File: src/rtl/mem_req_arbiter_pkg.sv
// Shared definitions for the memory request arbiter.
// Holds the default widths and sizes used by the arbiter and its round-robin
// grant sub-module. It also provides the index-width helper that sizes the
// tag and requester index fields.
package mem_req_arbiter_pkg;

    localparam int NUM_REQ_DEF       = 2;
    localparam int ADDR_WIDTH_DEF    = 48;
    localparam int DATA_WIDTH_DEF    = 64;
    localparam int LOCAL_TAG_W_DEF   = 2;
    localparam int MEM_TAG_COUNT_DEF = 8;

    // Ceiling log2 of count. The result is never below 1, so a
    // single-entry index still gets a real bit.
    function automatic int idx_width(input int count);
        int width;
        width = 1;
        for (int b = 1; b < 31; b++) begin
            if ((32'sd1 <<< b) < count) begin
                width = b + 32'sd1;
            end
        end
        return width;
    endfunction

endpackage

File: src/rtl/mem_req_arbiter_rr.sv
// Round-robin grant generator for the memory request arbiter.
// Ports:
//   clk, rst  - clock and asynchronous active-high reset
//   req       - one bit per requester with a pending (full) holding register
//   advance   - an issue happens this cycle; the pointer moves past the winner
//   gnt       - one-hot grant (combinational)
//   gnt_idx   - binary index of the granted requester (combinational)
// The pointer names the first requester to search. After a grant to g it
// becomes g+1 modulo NUM_REQ. It only moves when an issue actually happens.
module mem_req_arbiter_rr
    import mem_req_arbiter_pkg::*;
#(
    parameter int  NUM_REQ = NUM_REQ_DEF,
    localparam int IDX_W   = idx_width(NUM_REQ)
) (
    input  logic               clk,
    input  logic               rst,
    input  logic [NUM_REQ-1:0] req,
    input  logic               advance,
    output logic [NUM_REQ-1:0] gnt,
    output logic [IDX_W-1:0]   gnt_idx
);

    logic [IDX_W-1:0] ptr_r;
    logic [IDX_W-1:0] ptr_nxt_s;
    logic             found_s;
    int               pos_s;
    int               nxt_s;

    // Search from the pointer, wrapping around; the first pending requester wins.
    always_comb begin
        gnt     = '0;
        gnt_idx = '0;
        found_s = 1'b0;
        pos_s   = 0;
        for (int k = 0; k < NUM_REQ; k++) begin
            pos_s = (int'(ptr_r) + k) % NUM_REQ;
            if (!found_s && req[IDX_W'(pos_s)]) begin
                found_s            = 1'b1;
                gnt[IDX_W'(pos_s)] = 1'b1;
                gnt_idx            = IDX_W'(pos_s);
            end else begin
                found_s = found_s;
            end
        end
    end

    // Pointer value that takes effect after an issue to gnt_idx.
    always_comb begin
        nxt_s     = (int'(gnt_idx) + 32'sd1) % NUM_REQ;
        ptr_nxt_s = IDX_W'(nxt_s);
    end

    // Round-robin pointer register.
    always_ff @(posedge clk or posedge rst) begin
        if (rst) begin
            ptr_r <= '0;
        end else if (advance) begin
            ptr_r <= ptr_nxt_s;
        end else begin
            ptr_r <= ptr_r;
        end
    end

endmodule

File: src/rtl/mem_req_arbiter.sv
// Shares one tagged memory request/response port among NUM_REQ requesters.
// Each requester has a one-deep holding register. Full registers are granted
// round-robin, and each issued request takes the lowest free global tag. The
// tag table remembers the owner and the local tag, so each response goes back
// to the right requester with the tag that requester used.
// Ports:
//   clk, rst      - clock and asynchronous active-high reset
//   in_req/in_tag/in_addr   - per-requester request strobe, local tag and address (slice i)
//   in_stall      - holding register of requester i is full
//   out_push/out_tag/out_data - one-hot response strobe to the owner, local tag, data
//   mem_req/mem_tag/mem_addr  - registered memory request, global tag and address
//   mem_stall     - memory cannot take a request this cycle
//   mem_push/mem_push_tag/mem_data - memory response strobe, global tag, data
//   busy          - any holding register full or any tag outstanding
//   protocol_err  - sticky: request while stalled, or response on an unused tag
module mem_req_arbiter
    import mem_req_arbiter_pkg::*;
#(
    parameter int  NUM_REQ       = NUM_REQ_DEF,
    parameter int  ADDR_WIDTH    = ADDR_WIDTH_DEF,
    parameter int  DATA_WIDTH    = DATA_WIDTH_DEF,
    parameter int  LOCAL_TAG_W   = LOCAL_TAG_W_DEF,
    parameter int  MEM_TAG_COUNT = MEM_TAG_COUNT_DEF,
    localparam int MEM_TAG_W     = idx_width(MEM_TAG_COUNT),
    localparam int REQ_IDX_W     = idx_width(NUM_REQ)
) (
    input  logic                           clk,
    input  logic                           rst,
    input  logic [NUM_REQ-1:0]             in_req,
    input  logic [NUM_REQ*LOCAL_TAG_W-1:0] in_tag,
    input  logic [NUM_REQ*ADDR_WIDTH-1:0]  in_addr,
    output logic [NUM_REQ-1:0]             in_stall,
    output logic [NUM_REQ-1:0]             out_push,
    output logic [LOCAL_TAG_W-1:0]         out_tag,
    output logic [DATA_WIDTH-1:0]          out_data,
    output logic                           mem_req,
    output logic [MEM_TAG_W-1:0]           mem_tag,
    output logic [ADDR_WIDTH-1:0]          mem_addr,
    input  logic                           mem_stall,
    input  logic                           mem_push,
    input  logic [MEM_TAG_W-1:0]           mem_push_tag,
    input  logic [DATA_WIDTH-1:0]          mem_data,
    output logic                           busy,
    output logic                           protocol_err
);

    // Holding registers, one per requester.
    logic [NUM_REQ-1:0]       full_r;
    logic [LOCAL_TAG_W-1:0]   hold_tag_r  [NUM_REQ];
    logic [ADDR_WIDTH-1:0]    hold_addr_r [NUM_REQ];

    // Global tag table.
    logic [MEM_TAG_COUNT-1:0] tag_valid_r;
    logic [REQ_IDX_W-1:0]     tag_owner_r [MEM_TAG_COUNT];
    logic [LOCAL_TAG_W-1:0]   tag_local_r [MEM_TAG_COUNT];

    // Registered outputs.
    logic                     mem_req_r;
    logic [MEM_TAG_W-1:0]     mem_tag_r;
    logic [ADDR_WIDTH-1:0]    mem_addr_r;
    logic [NUM_REQ-1:0]       out_push_r;
    logic [LOCAL_TAG_W-1:0]   out_tag_r;
    logic [DATA_WIDTH-1:0]    out_data_r;
    logic                     protocol_err_r;

    logic [NUM_REQ-1:0]       capture_s;
    logic [NUM_REQ-1:0]       drop_s;
    logic [NUM_REQ-1:0]       gnt_s;
    logic [REQ_IDX_W-1:0]     gnt_idx_s;
    logic                     free_found_s;
    logic [MEM_TAG_W-1:0]     free_tag_s;
    logic                     issue_s;
    logic                     resp_hit_s;
    logic                     resp_bad_s;
    logic [NUM_REQ-1:0]       push_onehot_s;

    assign capture_s = in_req & ~full_r;
    assign drop_s    = in_req & full_r;

    // Pick the lowest free tag. The table is read as registered, so a tag
    // freed by a response this cycle can only be reused next cycle.
    always_comb begin
        free_found_s = 1'b0;
        free_tag_s   = '0;
        for (int t = 0; t < MEM_TAG_COUNT; t++) begin
            if (!free_found_s && !tag_valid_r[t]) begin
                free_found_s = 1'b1;
                free_tag_s   = MEM_TAG_W'(t);
            end else begin
                free_found_s = free_found_s;
            end
        end
    end

    assign issue_s = (|full_r) & free_found_s & ~mem_stall;

    mem_req_arbiter_rr #(
        .NUM_REQ (NUM_REQ)
    ) u_rr (
        .clk     (clk),
        .rst     (rst),
        .req     (full_r),
        .advance (issue_s),
        .gnt     (gnt_s),
        .gnt_idx (gnt_idx_s)
    );

    // Classify the memory response and build the one-hot strobe to its owner.
    always_comb begin
        resp_hit_s    = mem_push &  tag_valid_r[mem_push_tag];
        resp_bad_s    = mem_push & ~tag_valid_r[mem_push_tag];
        push_onehot_s = '0;
        if (resp_hit_s) begin
            push_onehot_s[tag_owner_r[mem_push_tag]] = 1'b1;
        end else begin
            push_onehot_s = '0;
        end
    end

    // Holding registers. Capture and issue never hit the same slot in the
    // same cycle: capture needs the slot empty, and issue needs it full.
    always_ff @(posedge clk or posedge rst) begin
        if (rst) begin
            full_r <= '0;
            for (int i = 0; i < NUM_REQ; i++) begin
                hold_tag_r[i]  <= '0;
                hold_addr_r[i] <= '0;
            end
        end else begin
            for (int i = 0; i < NUM_REQ; i++) begin
                if (capture_s[i]) begin
                    full_r[i]      <= 1'b1;
                    hold_tag_r[i]  <= in_tag[i*LOCAL_TAG_W +: LOCAL_TAG_W];
                    hold_addr_r[i] <= in_addr[i*ADDR_WIDTH +: ADDR_WIDTH];
                end else if (issue_s && gnt_s[i]) begin
                    full_r[i] <= 1'b0;
                end else begin
                    full_r[i] <= full_r[i];
                end
            end
        end
    end

    // Tag table. A response retires a valid tag, and an issue claims a free
    // one, so the two updates never touch the same entry.
    always_ff @(posedge clk or posedge rst) begin
        if (rst) begin
            tag_valid_r <= '0;
            for (int t = 0; t < MEM_TAG_COUNT; t++) begin
                tag_owner_r[t] <= '0;
                tag_local_r[t] <= '0;
            end
        end else begin
            if (resp_hit_s) begin
                tag_valid_r[mem_push_tag] <= 1'b0;
            end
            if (issue_s) begin
                tag_valid_r[free_tag_s] <= 1'b1;
                tag_owner_r[free_tag_s] <= gnt_idx_s;
                tag_local_r[free_tag_s] <= hold_tag_r[gnt_idx_s];
            end
        end
    end

    // Registered request, response and error outputs. The data fields keep
    // their last value between strobes.
    always_ff @(posedge clk or posedge rst) begin
        if (rst) begin
            mem_req_r      <= 1'b0;
            mem_tag_r      <= '0;
            mem_addr_r     <= '0;
            out_push_r     <= '0;
            out_tag_r      <= '0;
            out_data_r     <= '0;
            protocol_err_r <= 1'b0;
        end else begin
            mem_req_r  <= issue_s;
            out_push_r <= push_onehot_s;
            if (issue_s) begin
                mem_tag_r  <= free_tag_s;
                mem_addr_r <= hold_addr_r[gnt_idx_s];
            end
            if (resp_hit_s) begin
                out_tag_r  <= tag_local_r[mem_push_tag];
                out_data_r <= mem_data;
            end
            protocol_err_r <= protocol_err_r | (|drop_s) | resp_bad_s;
        end
    end

    assign in_stall     = full_r;
    assign mem_req      = mem_req_r;
    assign mem_tag      = mem_tag_r;
    assign mem_addr     = mem_addr_r;
    assign out_push     = out_push_r;
    assign out_tag      = out_tag_r;
    assign out_data     = out_data_r;
    assign protocol_err = protocol_err_r;
    assign busy         = (|full_r) | (|tag_valid_r);

endmodule

File: config.mk
export PLATFORM = sky130hd
export DESIGN_NAME = mem_req_arbiter
export DESIGN_NICKNAME = d
export VERILOG_FILES = /design/src/rtl/mem_req_arbiter_pkg.sv /design/src/rtl/mem_req_arbiter_rr.sv /design/src/rtl/mem_req_arbiter.sv
export SDC_FILE = /design/constraint.sdc
export NUM_CORES = 1
export LEC_CHECK = 0
export CORE_ASPECT_RATIO = 1.2
export CORE_UTILIZATION = 30
export CTS_BUF_LIST = sky130_fd_sc_hd__clkbuf_8
export DETAILED_ROUTE_END_ITERATION = 12
export DONT_BUFFER_PORTS = 1
export GPL_ROUTABILITY_DRIVEN = 0
export PLACE_DENSITY = 0.45
export SLEW_MARGIN = 20
export SYNTH_ARGS = -nofsm -noshare
export SYNTH_HDL_FRONTEND = slang
export SYNTH_SLANG_ARGS = --single-unit
File: constraint.sdc
create_clock -name clk -period 12.4 [get_ports clk]
set_clock_uncertainty 0.05 [all_clocks]
set_input_delay 2.48 -clock clk [delete_from_list [all_inputs] [get_ports clk]]
set_output_delay 2.48 -clock clk [all_outputs]
set_load 0.02 [all_outputs]
==> metrics.txt, run 1 <==
startpoint types=flip-flop; status=complete, no violations; Clock transition at path regs=60 ps; Overall Power=3.17 mW; Post-Syn Nets=roughly 1000; Seq cells post-synth=256; Vias=about 6300; Area Overhead vs Synth=13.1%; Max FO, Critical Path=10; TNS Setup=0 ps; # DRC=0; leading area contributor after synthesis=dfrtp_1; RSZ-0062 raised after global routing=false; CTS Buffer Depth=3; hold path start=hold_addr_r[85]; Critical Path Sink Type=primary output; die width=173 µm; synthesized area=10500 µm²; Cell variety after synth=49; # diodes=0; post-synth top area share=about 61%; minimum clock period=between 4000 and 5000 ps; PostCTS Resize Cnt=0; Die Y=between 200 and 250 µm; CP Data Arrival Time=1720 ps; port bufs=0; initial drt markers=163; list of most frequent post-synthesis cells=dfrtp_1, mux2_2, nand2_1, nor2_1, a31oi_1; ranking of synthesized cells by area=dfrtp_1, mux2_2, nand2_1, a31oi_1, nor2_1; Post-synth EDFFs=0; die area=35700 µm²; WL per Instance=19.8 µm; fin area=11900 µm²; GRT Total Usage=between 10 and 15%; Least-Margin Pin Slew=956 ps; CP peak stage delay=530 ps; largest net degree at the start of global routing=116; Top Ports=297; initial antenna violation count=9; number of synthesis warnings=0; Overflow after GRT=0; Hold Crit Class=reg -> reg; nets=just under 1000; Seq/Total Area, Yosys=61.1%; CP cell instances=nor4_1 > nand3_1; vias in the first global route=around 6600; Max Fclk=between 0.2 and 0.25 GHz; postcts setup bufs=0; Post-synth ARST share=100%; Worst-Skew Late Latency=~560 ps; Final period util=34.3%; CP startpoint=tag_valid_r[0]; Layout fillers=between 3000 and 4000; delay-heaviest family, CP=simple AND/OR/NAND/NOR gates; cts-stage hold buffer count=0; Worst Path Buf+Inv=0; Slew Viols, Final=0; Max-cap violations=0; final setup vio count=0; CTS tree=built; H-tree levels=2; ys flop type=dfrtp_1; Leak Pwr=roughly 5.1 nW; crit path max-delay cell type=dfrtp_1; DR vias/cell=4.81; root buffer cell=clkbuf_8; Post-Syn Instances=809; initial core utilization=30.6%; Routed WL=25.8 mm; Antenna Nets Post-Route=0; Setup WS pre-CTS=7270 ps; DR pass1 iterations=4; slew margin rel.=a little over a third; Required @ worst endpoint=about 9900 ps; Num CTS Buffers=45; dpl cell area=10900 µm²; std cell rows=74; fin util=34.6%; Power Density=approximately 270 nW/µm²; Avg Cell Area, Syn=13.0 µm²; cell with the most instances after synthesis=dfrtp_1; share of cells above drive strength 1=32.3%; Crit Path Category=reg -> out; Hold Vio Cnt, Final=0; Core Area=34300 µm²; first-pass GRT wire length=39.5 mm; Worst VDD drop=0.0957 mV; clock tree sinks=256; dpl hpwl=16.6 mm; Reg2Reg Launch Point=in_stall[0]; PnR worst setup slack=between 8000 and 9000 ps
cell families after synthesis:
| group | share of synthesized area [%] |
|---|---|
| muxes | 21.4 |
| AOI/OAI and AO/OA | 5.90 |
| and+or+nand+nor | 8.96 |
| buffers and inverters | 2.64 |
| DFF | 61.1 |
through the flow:
stage                     std cells  hold WS [ps]
after global routing           1302           466
after CTS                      1302           456
final                          1302           451
after global placement         1223           435
after detailed placement       1223           442
after floorplan                 809           423
report_power, final:
part           internal [mW]  leakage [nW]  switching [mW]
logic                  0.347          1.48           0.357
registers               1.17          3.03           0.485
clock network          0.458         0.537           0.344
total                   1.98          5.05            1.19
worst paths after layout:
check,end,slack (ps),cells past startpoint
setup / recovery,busy,8150,2
hold / removal,hold_addr_r[85],450,1
setup reg to reg,mem_addr[31],9360,4
hold reg to reg,hold_addr_r[85],450,1
max in group asynchronous,hold_addr_r[85],8300,3
min in group asynchronous,out_data[33],1830,1
flip-flops by register name (all words and copies together) (netlist names), 3 cells and up:
register     flops
mem_tag          3
tag_valid_r      8
out_data        64
hold_addr_r     96
tag_local_r     16
tag_owner_r      8
hold_tag_r       4
mem_addr        48
worst reg2reg max path: stages, from the launching register on:
cell and delay (ps):
dfrtp_1 690, o21bai_1 410, a41oi_4 700, buf_4 760
a31oi_1 260
final cells by class:
class                           count  area (µm²)  area share [%]
Clock buffer                       58         798            6.73
Tap cell                          456         571            4.81
Inverter                            7        33.8           0.285
Timing Repair Buffer                8        63.8           0.538
Clock inverter                     21         139            1.17
Multi-Input combinational cell    496        3850            32.4
Sequential cell                   256        6410            54.0
routing by layer:
layer | vias up | share of wire (%) | global-route usage [%]
li1 | 2847 | - | -
met1 | 3066 | 40 | 16.3
met2 | 270 | 47 | 23.7
met3 | 59 | 11 | 6.83
met4 | 18 | 2.1 | 4.96
met5 | - | 0.42 | 0
layout by cell type, fill, tap and decap left out, types with 2 or more instances in the layout:
cell type / Yosys / layout
clkbuf_8: 0 / 58
dfrtp_1: 256 / 256
and4_1: 3 / 3
a31oi_1: 52 / 52
a21o_1: 3 / 3
nor2_1: 62 / 62
and2_1: 4 / 3
clkinv_2: 0 / 3
mux2_2: 180 / 180
mux4_2: 2 / 2
nand2_1: 113 / 112
a211o_1: 2 / 2
nand3_1: 5 / 5
mux2i_1: 6 / 6
mux2_1: 6 / 6
nor4_1: 4 / 3
mux2_4: 3 / 3
a21oi_1: 6 / 6
nand2b_1: 2 / 2
bufinv_16: 0 / 2
inv_1: 7 / 21
nor2b_4: 0 / 2
o32a_1: 4 / 4
or2_2: 3 / 3
buf_4: 0 / 7
nand3b_1: 6 / 6
nor2b_1: 6 / 4
(Power assumes the default switching activity.)
==> run 2, diff against run 1 <==
==> constraint.sdc (replaced) <==
create_clock -name clk -period 4.1 [get_ports clk]
set_clock_uncertainty 0.05 [all_clocks]
set_input_delay 0.82 -clock clk [delete_from_list [all_inputs] [get_ports clk]]
set_output_delay 0.82 -clock clk [all_outputs]
set_load 0.02 [all_outputs]
==> metrics.txt, run 2 (synthesized netlist as in run 1, its figures left out) <==
Worst-Skew Late Latency=about 570 ps; RR Endpoint=out_data[53]; CP peak stage delay=530 ps; Least-Margin Pin Slew=851 ps; CTS Buffer Depth=3; PostCTS Resize Cnt=0; Layout fillers=3388; clock tree sinks=about 260; Leak Pwr=5.09 nW; Hold Vio Cnt, Final=0; nets=994; crit path max-delay cell type=dfrtp_1; CTS tree=built; # DRC=0; DR pass1 iterations=4; final setup vio count=0; R2R Setup Slk=1630 ps; Required @ worst endpoint=3230 ps; Largest register FFs=96; Max-cap violations=0; initial antenna violation count=11; slew margin rel.=43.2%; fin area=~12000 µm²; Top Ports=297; Antenna Nets Post-Route=0; Max FO, Critical Path=9; die width=173 µm; RSZ-0062 raised after global routing=false; CP Data Arrival Time=1710 ps; Hold Crit Class=in -> async; Final period util=63.0%; std cell rows=74; Max Fclk=0.387 GHz; first-pass GRT wire length=39.6 mm; Die Y=207 µm; WL per Instance=19.6 µm; Worst Reg-to-Reg Cells=5; Overflow after GRT=0; minimum clock period=2580 ps; Worst VDD drop=0.295 mV; register with the most flip-flops=hold_addr_r; root buffer cell=clkbuf_8; Num CTS Buffers=45; Slew Viols, Final=0; largest net degree at the start of global routing=approximately 70; status=complete, no violations; commonest cells after routing, fill and taps aside=dfrtp_1, mux2_2, nand2_1; vias in the first global route=about 6400; GRT Total Usage=14.4%; dpl cell area=between 10000 and 15000 µm²; die area=35700 µm²; TNS Setup=0 ps; startpoint types=flip-flop; initial core utilization=between 30% and 40%; dpl hpwl=16.9 mm; Core Area=34300 µm²; most common cell after layout, fill and taps aside=dfrtp_1; port bufs=0; Crit Path Category=reg -> out; CP cell instances=nor4_1 > nand3_1; Power Density=approximately 800 nW/µm²; Reg2Reg Launch Point=tag_valid_r[6]; cts-stage hold buffer count=0; DR vias/cell=between 4 and 5; initial drt markers=201; Routed WL=around 26 mm; H-tree levels=2; Vias=6361; Overall Power=~9.6 mW; Area Overhead vs Synth=13.9%; share of cells above drive strength 1=between 30% and 40%; Critical Path Sink Type=primary output; Clock transition at path regs=70 ps; postcts setup bufs=0
[run 2: final cells by class]
cell class	instances	area [µm²]	share of cell area (%)
Inverter	7	30.0	0.251
Timing Repair Buffer	15	175	1.47
Clock inverter	22	145	1.21
Tap cell	456	571	4.78
Antenna cell	4	10.0	0.0838
Clock buffer	56	771	6.45
Sequential cell	256	6410	53.6
Multi-Input combinational cell	496	3840	32.1
[run 2: worst max-delay path by stage]
stage               startpoint             end  cells after the start
6_report        tag_valid_r[6]            busy                      2
2_1_floorplan              rst  hold_addr_r[0]                      1
5_1_grt         tag_valid_r[6]            busy                      2
3_5_place_dp   mem_push_tag[0]     out_data[7]                      5
4_1_cts         tag_valid_r[6]            busy                      2
3_3_place_gp   mem_push_tag[0]    out_data[48]                      5
[run 2: per-stage QoR]
step	instances	worst slack (ps)	hold WS, ps	utilization [%]
6_report	1312	1520	233	34.9
5_1_grt	1309	1370	243	34.9
4_1_cts	1308	1470	217	34.8
3_5_place_dp	1230	1380	439	32.2
3_3_place_gp	1230	1400	438	32.2
2_1_floorplan	809	-142	423	-
[run 2: power breakdown]
group	switching, mW	total [mW]	internal (mW)
Sequential	1.47	5.02	3.55
Combinational	1.06	2.14	1.08
Clock	1.05	2.40	1.35
[run 2: routing by layer]
metal	up-vias	global-route usage [%]	routed length, µm
li1	2874	-	-
met1	3136	16.2	9810
met2	272	23.2	12000
met3	65	7.82	3170
met4	14	5.15	675
met5	-	0	103
[run 2: worst max-delay path: cells and delay by family, from the launching register on]
family | cells | cell delay [ps]
flops | 1 | 530
simple gates | 2 | 610
==> run 3, diff against run 2 <==
==> constraint.sdc (replaced) <==
create_clock -name clk -period 2.7 [get_ports clk]
set_clock_uncertainty 0.05 [all_clocks]
set_input_delay 0.54 -clock clk [delete_from_list [all_inputs] [get_ports clk]]
set_output_delay 0.54 -clock clk [all_outputs]
set_load 0.02 [all_outputs]
==> metrics.txt, run 3 (synthesized netlist as in run 1, its figures left out) <==
status=complete, no violations; Clock transition at path regs=60 ps; vias in the first global route=6653; Slew Viols, Final=0; Leak Pwr=5.11 nW; H-tree levels=2; DR pass1 iterations=4; GRT Total Usage=14.3%; Power Density=roughly 1200 nW/µm²; CP startpoint=tag_valid_r[0]; root buffer cell=clkbuf_8; CP Data Arrival Time=1720 ps; postcts setup bufs=0; Die Y=207 µm; # DRC=0; Largest register FFs=96; most common cell after layout, fill and taps aside=dfrtp_1; Layout fillers=3426; crit path max-delay cell type=dfrtp_1; register with the most flip-flops=hold_addr_r; CP peak stage delay=roughly 500 ps; Area Overhead vs Synth=14.1%; Required @ worst endpoint=2110 ps; clock tree sinks=256; fin util=a little over a third; Max Fclk=0.433 GHz; die width=173 µm; Final period util=85.5%; hold_ws=66.3 ps; Core Area=34300 µm²; CTS Buffer Depth=3; Crit Path Category=reg -> out; Hold Vio Cnt, Final=0; share of cells above drive strength 1=32.6%; Critical Path Sink Type=primary output; Worst-Skew Late Latency=560 ps; commonest cells after routing, fill and taps aside=dfrtp_1, mux2_2, nand2_1; Overall Power=14.2 mW; dpl cell area=approximately 11000 µm²; port bufs=0; Overflow after GRT=0; nets=around 1000; minimum clock period=2310 ps; Num CTS Buffers=45; DR vias/cell=~4.8; Reg2Reg Launch Point=tag_valid_r[1]; Worst VDD drop=0.484 mV; std cell rows=74; WL per Instance=19.5 µm; initial core utilization=30.6%; Worst Path Buf+Inv=0; delay-heaviest family, CP=simple AND/OR/NAND/NOR gates; cts-stage hold buffer count=3; initial drt markers=a little over 200; hold path start=mem_data[57]; die area=35700 µm²; startpoint types=flip-flop; initial antenna violation count=9; Top Ports=between 200 and 300; slew margin rel.=38.2%; Routed WL=roughly 26 mm; PnR worst setup slack=391 ps; fin area=12000 µm²; CP cell instances=nor4_1 > nand3_1; first-pass GRT wire length=39.4 mm; CTS tree=built; Max-cap violations=0; Vias=6343; PostCTS Resize Cnt=0; final setup vio count=0; RSZ-0062 raised after global routing=false; Antenna Nets Post-Route=0; largest net degree at the start of global routing=107; Setup WS pre-CTS=569 ps; Max FO, Critical Path=10; dpl hpwl=17.3 mm; Hold Crit Class=in -> reg; Least-Margin Pin Slew=about 920 ps
[run 3: cell types whose count changed in the layout (fill, tap and decap cells not counted), moves of 2 or more]
cell / before / now
buf_4: 10 / 14
dlygate4sd3_1: 0 / 3
inv_1: 20 / 23
buf_12: 5 / 7
bufinv_16: 2 / 0
clkbuf_8: 56 / 54
[run 3: path summary, 6_finish.rpt]
| path | end | slack (ps) | depth (start not counted) |
|---|---|---|---|
| setup / recovery | busy | 390 | 2 |
| hold / removal | out_data[57] | 70 | 1 |
| min in group asynchronous | tag_owner_r[6] | 400 | 2 |
| max in group asynchronous | mem_addr[7] | 1290 | 3 |
| hold reg to reg | tag_local_r[4] | 450 | 1 |
| setup reg to reg | tag_local_r[5] | 520 | 4 |
[run 3: per-stage QoR]
| step | std cells | TNS (ps) |
|---|---|---|
| 2_1_floorplan | 809 | -322980 |
| 3_5_place_dp | 1236 | 0 |
| 6_report | 1318 | 0 |
| 4_1_cts | 1315 | 0 |
| 3_3_place_gp | 1236 | 0 |
| 5_1_grt | 1315 | 0 |
[run 3: layout make-up]
cell class | instances | area (µm²) | area share (%)
sequential | 256 | 6410 | 53.5
multi-input combinational | 496 | 3840 | 32.1
clock buffer | 54 | 743 | 6.21
tap | 456 | 571 | 4.77
timing repair buffer | 24 | 275 | 2.30
clock inverter | 22 | 91.3 | 0.763
inverter | 7 | 30.0 | 0.251
antenna | 3 | 7.51 | 0.0627
[run 3: power by group]
group	total [mW]	internal [mW]	switching [mW]
logic	3.34	1.67	1.66
registers	7.58	5.39	2.18
clock network	3.33	1.79	1.54
total	14.2	8.86	5.38
[run 3: metal layers]
layer | GRT usage (%) | wire length [µm]
met5 | 0 | 83
met4 | 5.56 | 657
met3 | 7.33 | 3030
met2 | 23.4 | 12200
met1 | 15.8 | 9730
